<file path="src/rtl/fetch_stage_pkg.sv">
// rtl/fetch_stage_pkg.sv - shared encodings and constants for the fetch stage
package fetch_stage_pkg;

  localparam int XLEN = 32;
  localparam logic [XLEN-1:0] DEFAULT_RESET_PC = 32'h0000_0000;
  localparam logic [XLEN-1:0] NOP_WORD         = 32'h0000_0000;

  localparam logic [1:0] PCSRC_SEQ    = 2'b00;
  localparam logic [1:0] PCSRC_BRANCH = 2'b01;
  localparam logic [1:0] PCSRC_JUMP   = 2'b10;
  localparam logic [1:0] PCSRC_JR     = 2'b11;

  typedef enum logic [1:0] {
    ST_REQ  = 2'b00,
    ST_WAIT = 2'b01,
    ST_HOLD = 2'b10,
    ST_DROP = 2'b11
  } fetch_state_e;

endpackage

</file>
<file path="src/rtl/if_id_reg.sv">
// rtl/if_id_reg.sv - pipeline register with stall (hold) and flush (bubble)
module if_id_reg
  import fetch_stage_pkg::*;
(
  input  logic            clk,
  input  logic            rst,
  input  logic            stall_i,
  input  logic            flush_i,
  input  logic            load_valid_i,
  input  logic [XLEN-1:0] instr_i,
  input  logic [XLEN-1:0] pcplus4_i,
  output logic [XLEN-1:0] instr_o,
  output logic [XLEN-1:0] pcplus4_o,
  output logic            valid_o
);

  logic [XLEN-1:0] instr_q, instr_d;
  logic [XLEN-1:0] pcplus4_q, pcplus4_d;
  logic            valid_q, valid_d;

  // A bubble keeps pcplus4 so the last real PC+4 stays visible downstream.
  always_comb begin
    instr_d   = instr_q;
    pcplus4_d = pcplus4_q;
    valid_d   = valid_q;
    if (!stall_i) begin
      if (flush_i || !load_valid_i) begin
        instr_d = NOP_WORD;
        valid_d = 1'b0;
      end else begin
        instr_d   = instr_i;
        pcplus4_d = pcplus4_i;
        valid_d   = 1'b1;
      end
    end
  end

  always_ff @(posedge clk) begin
    if (rst) begin
      instr_q   <= NOP_WORD;
      pcplus4_q <= '0;
      valid_q   <= 1'b0;
    end else begin
      instr_q   <= instr_d;
      pcplus4_q <= pcplus4_d;
      valid_q   <= valid_d;
    end
  end

  assign instr_o   = instr_q;
  assign pcplus4_o = pcplus4_q;
  assign valid_o   = valid_q;

endmodule

</file>
<file path="src/rtl/fetch_stage.sv">
// rtl/fetch_stage.sv - PC, instruction-memory request FSM and IF/ID register
module fetch_stage
  import fetch_stage_pkg::*;
#(
  parameter logic [31:0] RESET_PC = DEFAULT_RESET_PC
) (
  input  logic        clk,
  input  logic        rst,
  input  logic        stall_pc,
  input  logic        stall_decode,
  input  logic        flush_decode,
  input  logic [1:0]  pcsrc_decode,
  input  logic [31:0] branch_target,
  input  logic [31:0] jump_target,
  input  logic [31:0] jr_target,
  output logic        imem_req,
  output logic [31:0] imem_addr,
  input  logic        imem_ack,
  input  logic [31:0] imem_rdata,
  output logic [31:0] instr_decode,
  output logic [31:0] pcplus4_decode,
  output logic        valid_decode
);

  fetch_state_e state_q, state_d;
  logic [31:0]  pc_q, pc_d;
  logic [31:0]  drop_addr_q, drop_addr_d;
  logic [31:0]  hold_instr_q, hold_instr_d;
  logic [31:0]  hold_pcplus4_q, hold_pcplus4_d;

  logic [31:0]  pc_plus4, sel_pc, next_pc;
  logic         redirect, stalled;
  logic         if_load_valid;
  logic [31:0]  if_instr, if_pcplus4;

  assign pc_plus4 = pc_q + 32'd4;

  always_comb begin
    sel_pc = pc_plus4;
    case (pcsrc_decode)
      PCSRC_BRANCH: sel_pc = branch_target;
      PCSRC_JUMP:   sel_pc = jump_target;
      PCSRC_JR:     sel_pc = jr_target;
      default:      sel_pc = pc_plus4;
    endcase
  end

  assign next_pc  = {sel_pc[31:2], 2'b00};
  assign redirect = (pcsrc_decode != PCSRC_SEQ) && !stall_pc;
  assign stalled  = stall_decode || stall_pc;

  // DROP keeps presenting the abandoned address until memory answers it.
  assign imem_req  = !rst && (state_q != ST_HOLD);
  assign imem_addr = (state_q == ST_DROP) ? drop_addr_q : pc_q;

  always_comb begin
    state_d        = state_q;
    pc_d           = pc_q;
    drop_addr_d    = drop_addr_q;
    hold_instr_d   = hold_instr_q;
    hold_pcplus4_d = hold_pcplus4_q;
    if_load_valid  = 1'b0;
    if_instr       = NOP_WORD;
    if_pcplus4     = pc_plus4;
    case (state_q)
      ST_REQ, ST_WAIT: begin
        if (imem_ack) begin
          if (redirect || !stalled) begin
            if_load_valid = 1'b1;
            if_instr      = imem_rdata;
            pc_d          = next_pc;
            state_d       = ST_REQ;
          end else begin
            hold_instr_d   = imem_rdata;
            hold_pcplus4_d = pc_plus4;
            state_d        = ST_HOLD;
          end
        end else if (redirect) begin
          drop_addr_d = pc_q;
          pc_d        = next_pc;
          state_d     = ST_DROP;
        end else begin
          state_d = ST_WAIT;
        end
      end
      ST_HOLD: begin
        if (redirect) begin
          pc_d    = next_pc;
          state_d = ST_REQ;
        end else if (!stalled) begin
          if_load_valid = 1'b1;
          if_instr      = hold_instr_q;
          if_pcplus4    = hold_pcplus4_q;
          pc_d          = next_pc;
          state_d       = ST_REQ;
        end
      end
      ST_DROP: begin
        if (redirect) pc_d = next_pc;
        if (imem_ack) state_d = ST_REQ;
      end
      default: state_d = ST_REQ;
    endcase
  end

  always_ff @(posedge clk) begin
    if (rst) begin
      state_q        <= ST_REQ;
      pc_q           <= {RESET_PC[31:2], 2'b00};
      drop_addr_q    <= '0;
      hold_instr_q   <= NOP_WORD;
      hold_pcplus4_q <= '0;
    end else begin
      state_q        <= state_d;
      pc_q           <= pc_d;
      drop_addr_q    <= drop_addr_d;
      hold_instr_q   <= hold_instr_d;
      hold_pcplus4_q <= hold_pcplus4_d;
    end
  end

  if_id_reg u_if_id (
    .clk         (clk),
    .rst         (rst),
    .stall_i     (stall_decode),
    .flush_i     (flush_decode),
    .load_valid_i(if_load_valid),
    .instr_i     (if_instr),
    .pcplus4_i   (if_pcplus4),
    .instr_o     (instr_decode),
    .pcplus4_o   (pcplus4_decode),
    .valid_o     (valid_decode)
  );

endmodule

</file>
<file path="config.mk">
export PLATFORM = sky130hd
export DESIGN_NAME = fetch_stage
export DESIGN_NICKNAME = d
export VERILOG_FILES = /design/src/rtl/fetch_stage_pkg.sv /design/src/rtl/if_id_reg.sv /design/src/rtl/fetch_stage.sv
export SDC_FILE = /design/constraint.sdc
export NUM_CORES = 1
export LEC_CHECK = 0
export ABC_AREA = 1
export CAP_MARGIN = 10
export CORE_AREA = 2 2 181 183
export CTS_CLUSTER_DIAMETER = 200
export CTS_CLUSTER_SIZE = 40
export DETAILED_ROUTE_END_ITERATION = 12
export DIE_AREA = 0 0 183 185
export HOLD_SLACK_MARGIN = 0.03
export PLACE_DENSITY_LB_ADDON = 0.3
export SLEW_MARGIN = 20
export SYNTH_ARGS = -nofsm -noshare
export SYNTH_HDL_FRONTEND = slang
export SYNTH_SLANG_ARGS = --single-unit
</file>
<file path="constraint.sdc">
create_clock -name clk -period 2.7 [get_ports clk]
set_input_delay 0.675 -clock clk [delete_from_list [all_inputs] [get_ports clk]]
set_output_delay 0.675 -clock clk [all_outputs]
set_load 0.05 [all_outputs]
</file>
==> metrics.cfg, run 1 <==
[status]
status=complete, no violations

[setup_path]
path_max_fanout=42
critical_path_buf_inv_count=2
ff2ff_setup_slack_ns=0.48
worstPathCellList=nand2_2, buf_12, o21ai_0, buf_12
reg2reg_to=hold_pcplus4_q[20]
crit_path_end_kind=output port
ff2ff_path_depth=10
cp-startpoint=state_q[1]
path_common_cell=buf_12
crit_slowest_cell=dfxtp_1
crit_end=imem_addr[18]
cp.arrival_ns=1.89
crit_family=buffers and inverters
slowest_delay_ns=0.42
r2r_start=pc_q[2]
worstSetupPathType=flop to output port
cp_num_cells=4
cp.required_ns=2.03
cp-start-kind=flop

[yosys]
synth_fa_ha_area_frac=0.00133
synth_commonest_cells=314 x nand2_1, 218 x o21ai_0, 195 x a21oi_1, 195 x dfxtp_1, 132 x inv_1
synth-edff-count=0
synth_mux_area_frac=0
synth-xor-area-share=0.0111
synthArstFlopShare=0
synth_ff_type=dfxtp_1
yosysUniqueCellTypes=39
postSynthAreaPerCell_sq_um=6.80
syn_inst=1389
synth_area_leaders=dfxtp_1 41%, nand2_1 12%, o21ai_0 12%, a21oi_1 10%, inv_1 5.2%
synth_most_common_cell=nand2_1
ys.warnings.count=0
yosysTopAreaCellShare=0.414
synth_top_family_by_area=compound AO/OA/AOI/OAI gates
ys_seq_elements=195
synth_fp_nets=1526
seq_area_frac_synth=0.414
synth-simple-area-share=0.207
synth_compound_area_frac=0.269
synth_top_cell_by_area=dfxtp_1
syn_area_sq_um=9440

[detailed_routing]
drt-initial-drc-count=743
wirelength_um=32200
ant_nets=0
num_vias=9900
vias_per_cell=4.91
wire_per_inst_um=16.0
drt_pass1_iterations=6
route.detailed.drc=0

[place]
place_ws_ns=0.0630
post-dp-hpwl_um=23700
dp_cells=1982
port_buffers=227
placed_cell_area_sq_um=12700
gp_congestion=0.884

[timing]
fin_skew_ns=0.0135
fin_hold_ws_ns=0.445
slew_headroom=0.590
setup_viol=0
finalCriticalPeriod_ns=2.57
fmax_mhz=389
slew_viol_final=0
final-hold-violation-count=0
setup_ws_ns=0.132
rsz0062_at_grt=no
tightest_slew_ns=0.613
tns_ns=0
period_share=0.951

[power_and_ir_drop]
p_leak_nw=5.11
p_per_area_nw_per_um2=555
peakVddDrop_v=0.000401

[finish]
post_route_cells_drive_above_1_share=0.0897
multi_input_area_sq_um=4640
layout.cells.non_filler=2015
syn_to_final_growth_pct=41.2
finalNetCount=1730
regArea_sq_um=3900
fin_area_sq_um=13300
fillCellCount=3281

[global_routing]
grt_max_degree=65
grt_usage=0.191
antenna_found_initial=1
grt_pass1_vias=9233
gr-total-overflow=0
grt_pass1_wl_um=50900

[clocking]
clock_path_buffers=2
root_buffer=clkbuf_16
clkLatencyLatePin_ns=0.44
numCtsBuffers=17
htreeDepth=4
cts.sinks=195
cts_tree=built
clkSlewWorstSetupHoldPaths_ns=0.08

[run]
maxCapViolCount=0

[floorplan]
dieArea_sq_um=33900
core_sq_um=32000
ioPinCount=234
die_y_um=185
start_util=0.295
row_count=66
die_w_um=183

[min_path]
holdCritPathClass=flop to flop

[where the power goes]
part / leakage [nW] / switching [W] / total, W / internal, W
clock: 0.288 / 0.00135 / 0.00261 / 0.00126
combinational: 3.23 / 0.000923 / 0.00161 / 0.000685
sequential: 1.60 / 0.000133 / 0.00318 / 0.00305
[state kept, by name, indices dropped and copies added, names as in the netlist]
signal             flops
drop_addr_q           32
hold_instr_q          32
hold_pcplus4_q        32
pc_q                  32
state_q                2
u_if_id.instr_o       32
u_if_id.pcplus4_o     32
u_if_id.valid_o        1
[routing by layer]
metal | GRT usage | part of all wire | up-vias | wire [um]
li1 | - | - | 5025 | -
met1 | 0.240 | 0.43 | 4565 | 13800
met2 | 0.339 | 0.50 | 277 | 16000
met3 | 0.0315 | 0.057 | 33 | 1830
met4 | 0.0474 | 0.017 | 0 | 540
met5 | 0 | 0 | - | 0
[through the flow]
step / util / power, W
floorplan: - / 0.00407
global route: 0.416 / 0.00774
CTS: 0.416 / 0.00748
detailed placement: 0.397 / 0.00486
global placement: 0.397 / 0.00484
finish: 0.416 / 0.00740
[layout make-up]
| cell class | count | area share |
|---|---|---|
| clock inverter | 15 | 0.0134 |
| tap | 408 | 0.0383 |
| antenna | 1 | 0.000188 |
| multi-input combinational | 962 | 0.348 |
| clock buffer | 17 | 0.0319 |
| timing repair buffer | 279 | 0.236 |
| inverter | 138 | 0.0390 |
| sequential | 195 | 0.293 |
[layout by cell type, fill, tap and decap left out, drive strengths merged, types with 3 or more instances in the layout]
cell type / count
clkbuf: 17
nand4: 5
nand3: 79
o21ai: 220
o211ai: 9
clkinv: 6
a211oi: 12
a41oi: 3
a21oi: 195
xnor2: 4
nor3: 10
buf: 86
xor2: 8
dfxtp: 195
a31oi: 9
nor2: 58
inv: 145
o21a: 11
a221oi: 5
nand2: 320
clkdlybuf4s50: 193
[logic make-up after synthesis]
kind of cell,after synthesis
AOI/OAI and AO/OA,475
xor gates and xnor gates,12
and+or+nand+nor,474
adders and majority gates,1
buffers and inverters,232
DFF,195
[worst min path at each step]
stage | startpoint | to | slack, ns | cells past startpoint
4_1_cts | drop_addr_q[28] | drop_addr_q[28] | 0.45 | 2
2_1_floorplan | hold_instr_q[0] | hold_instr_q[0] | 0.42 | 2
5_1_grt | drop_addr_q[21] | drop_addr_q[21] | 0.47 | 2
3_3_place_gp | hold_instr_q[26] | hold_instr_q[26] | 0.43 | 2
6_report | hold_instr_q[9] | hold_instr_q[9] | 0.45 | 2
3_5_place_dp | hold_instr_q[9] | hold_instr_q[9] | 0.44 | 2
[worst reg2reg max path: stages (launching register included)]
cell      delay, ns
dfxtp_1        0.35
ha_1           0.20
nand2_1        0.07
nor2_1         0.24
nand2_1        0.25
nor2_1         0.41
nand2_1        0.13
xor2_1         0.16
buf_4          0.15
o21bai_1       0.12
inv_1          0.05
[what timing repair did]
action	in CTS	in global routing
hold buffers	0	0
pin swaps	0	0
resized for setup	1	8
endpoints found under the setup margin	26	7
buffers inserted	0	0
Note: power is estimated with default switching activity, not from simulation.
==> inputs of run 2 (changes only) <==
SKIP_CTS_REPAIR_TIMING = 1   (was not set)
==> metrics.cfg, run 2 (same netlist as run 1, synthesis figures left out) <==
[power_and_ir_drop]
p_comb_frac=0.217
clkPwrFrac=0.353
p_leak_nw=5.11
internal-power_w=0.00500
swShare=0.325
peakVddDrop_v=0.000400
p_per_area_nw_per_um2=555
power.share.sequential=0.430
p_sw_w=0.00240

[clocking]
clkSlewWorstSetupHoldPaths_ns=0.08
numCtsBuffers=17
cts.sinks=195
htreeDepth=4
clkLatencyLatePin_ns=0.44
cts_tree=built
root_buffer=clkbuf_16
clock_path_buffers=2

[floorplan]
row_count=66
core_sq_um=32000
dieArea_sq_um=33900
start_util=0.295
ioPinCount=234
die_y_um=185
die_w_um=183

[timing]
finalCriticalPeriod_ns=2.57
period_share=0.951
setup_ws_ns=0.132
final-hold-violation-count=0
fin_skew_ns=0.0140
tightest_slew_ns=0.613
slew_viol_final=0
fmax_mhz=389
rsz0062_at_grt=no
setup_viol=0
slew_headroom=0.590

[place]
post-dp-hpwl_um=23700
port_buffers=227
place_ws_ns=0.0630
dp_cells=1982
gp_congestion=0.884

[global_routing]
grt_pass1_vias=9220
grt_max_degree=65
gr-total-overflow=0
grt_pass1_wl_um=50800
grt_usage=0.191
antenna_found_initial=1

[setup_path]
reg2reg_to=hold_pcplus4_q[20]
r2r_start=pc_q[2]
cp.required_ns=2.03
crit_slowest_cell=dfxtp_1
crit_path_end_kind=output port
ff2ff_setup_slack_ns=0.45
worstSetupPathType=flop to output port
path_common_cell=buf_12
path_max_fanout=42
critical_path_buf_inv_count=2
worstPathCellList=nand2_2, buf_12, o21ai_0, buf_12
crit_family=buffers and inverters
slowest_delay_ns=0.42
ff2ff_path_depth=10
cp-start-kind=flop
cp.arrival_ns=1.89

[min_path]
holdPathEnd=hold_instr_q[9]
hold_depth=2
holdCritPathClass=flop to flop
hold_start=hold_instr_q[9]

[detailed_routing]
num_vias=9904
wirelength_um=32200
route.detailed.drc=0
wire_per_inst_um=16.0
vias_per_cell=4.92
drt-initial-drc-count=730
drt_pass1_iterations=5
ant_nets=0

[finish]
fillCellCount=3281
final_common_cell=nand2_1
finalNetCount=1730
layout.cells.non_filler=2015
final_cell_mix=313 x nand2_1, 210 x o21ai_0, 195 x a21oi_1, 195 x dfxtp_1, 193 x clkdlybuf4s50_1
post_route_cells_drive_above_1_share=0.0897
syn_to_final_growth_pct=41.2

[run]
maxCapViolCount=0

[status]
status=complete, no violations

run 2: cell counts in the layout (fill, tap and decap cells not counted):
Identical to the previous run, type by type.
run 2: worst register-to-register path: cells and delay by family (launching register included):
kind | cells | cell delay, ns
buffers and inverters | 2 | 0.20
adder cells (fa/ha/maj) | 1 | 0.20
AND/OR/NAND/NOR | 5 | 1.11
XOR/XNOR | 1 | 0.16
AO/OA/AOI/OAI | 1 | 0.12
flip-flops | 1 | 0.35
run 2: power by group through the flow:
stage	combinational (W)	clock, W	sequential, W
after floorplan	0.000797	0	0.00327
after global placement	0.00160	0	0.00324
after detailed placement	0.00162	0	0.00325
after CTS	0.00162	0.00267	0.00318
after global routing	0.00175	0.00278	0.00321
final	0.00161	0.00261	0.00318
run 2: how the worst max path moves through the flow:
stage / start / endpoint / slack, ns / cells past startpoint
detailed placement: pcsrc_decode[1] / u_if_id.instr_o[25] / 0.06 / 10
finish: state_q[1] / imem_addr[18] / 0.13 / 4
global route: state_q[1] / imem_addr[14] / 0.003 / 4
global placement: pcsrc_decode[0] / u_if_id.pcplus4_o[9] / 0.14 / 9
CTS: state_q[1] / imem_addr[20] / -0.16 / 4
floorplan: state_q[1] / imem_addr[0] / 0.1 / 4
run 2: layer usage:
metal	GRT usage	wire, um	vias to the layer above
li1	-	-	5025
met5	0	0	-
met1	0.240	13900	4579
met3	0.0315	1720	36
met4	0.0474	552	0
met2	0.339	16100	264
run 2: final cells by class:
type                       count  area (sq um)  area share
multi-input combinational    962          4640       0.348
clock inverter                15           179      0.0134
tap                          408           510      0.0383
antenna                        1          2.50    0.000188
clock buffer                  17           425      0.0319
sequential                   195          3900       0.293
inverter                     138           519      0.0390
timing repair buffer         279          3150       0.236
run 2: through the flow:
step                setup TNS [ns]  hold slack (ns)  power, W   util  area [sq um]
global route                     0            0.465   0.00774  0.416         13300
CTS                          -2.05            0.450   0.00748  0.416         13300
finish                           0            0.445   0.00740  0.416         13300
global placement                 0            0.431   0.00484  0.397         12700
floorplan                        0            0.425   0.00407      -          9440
detailed placement               0            0.437   0.00486  0.397         12700
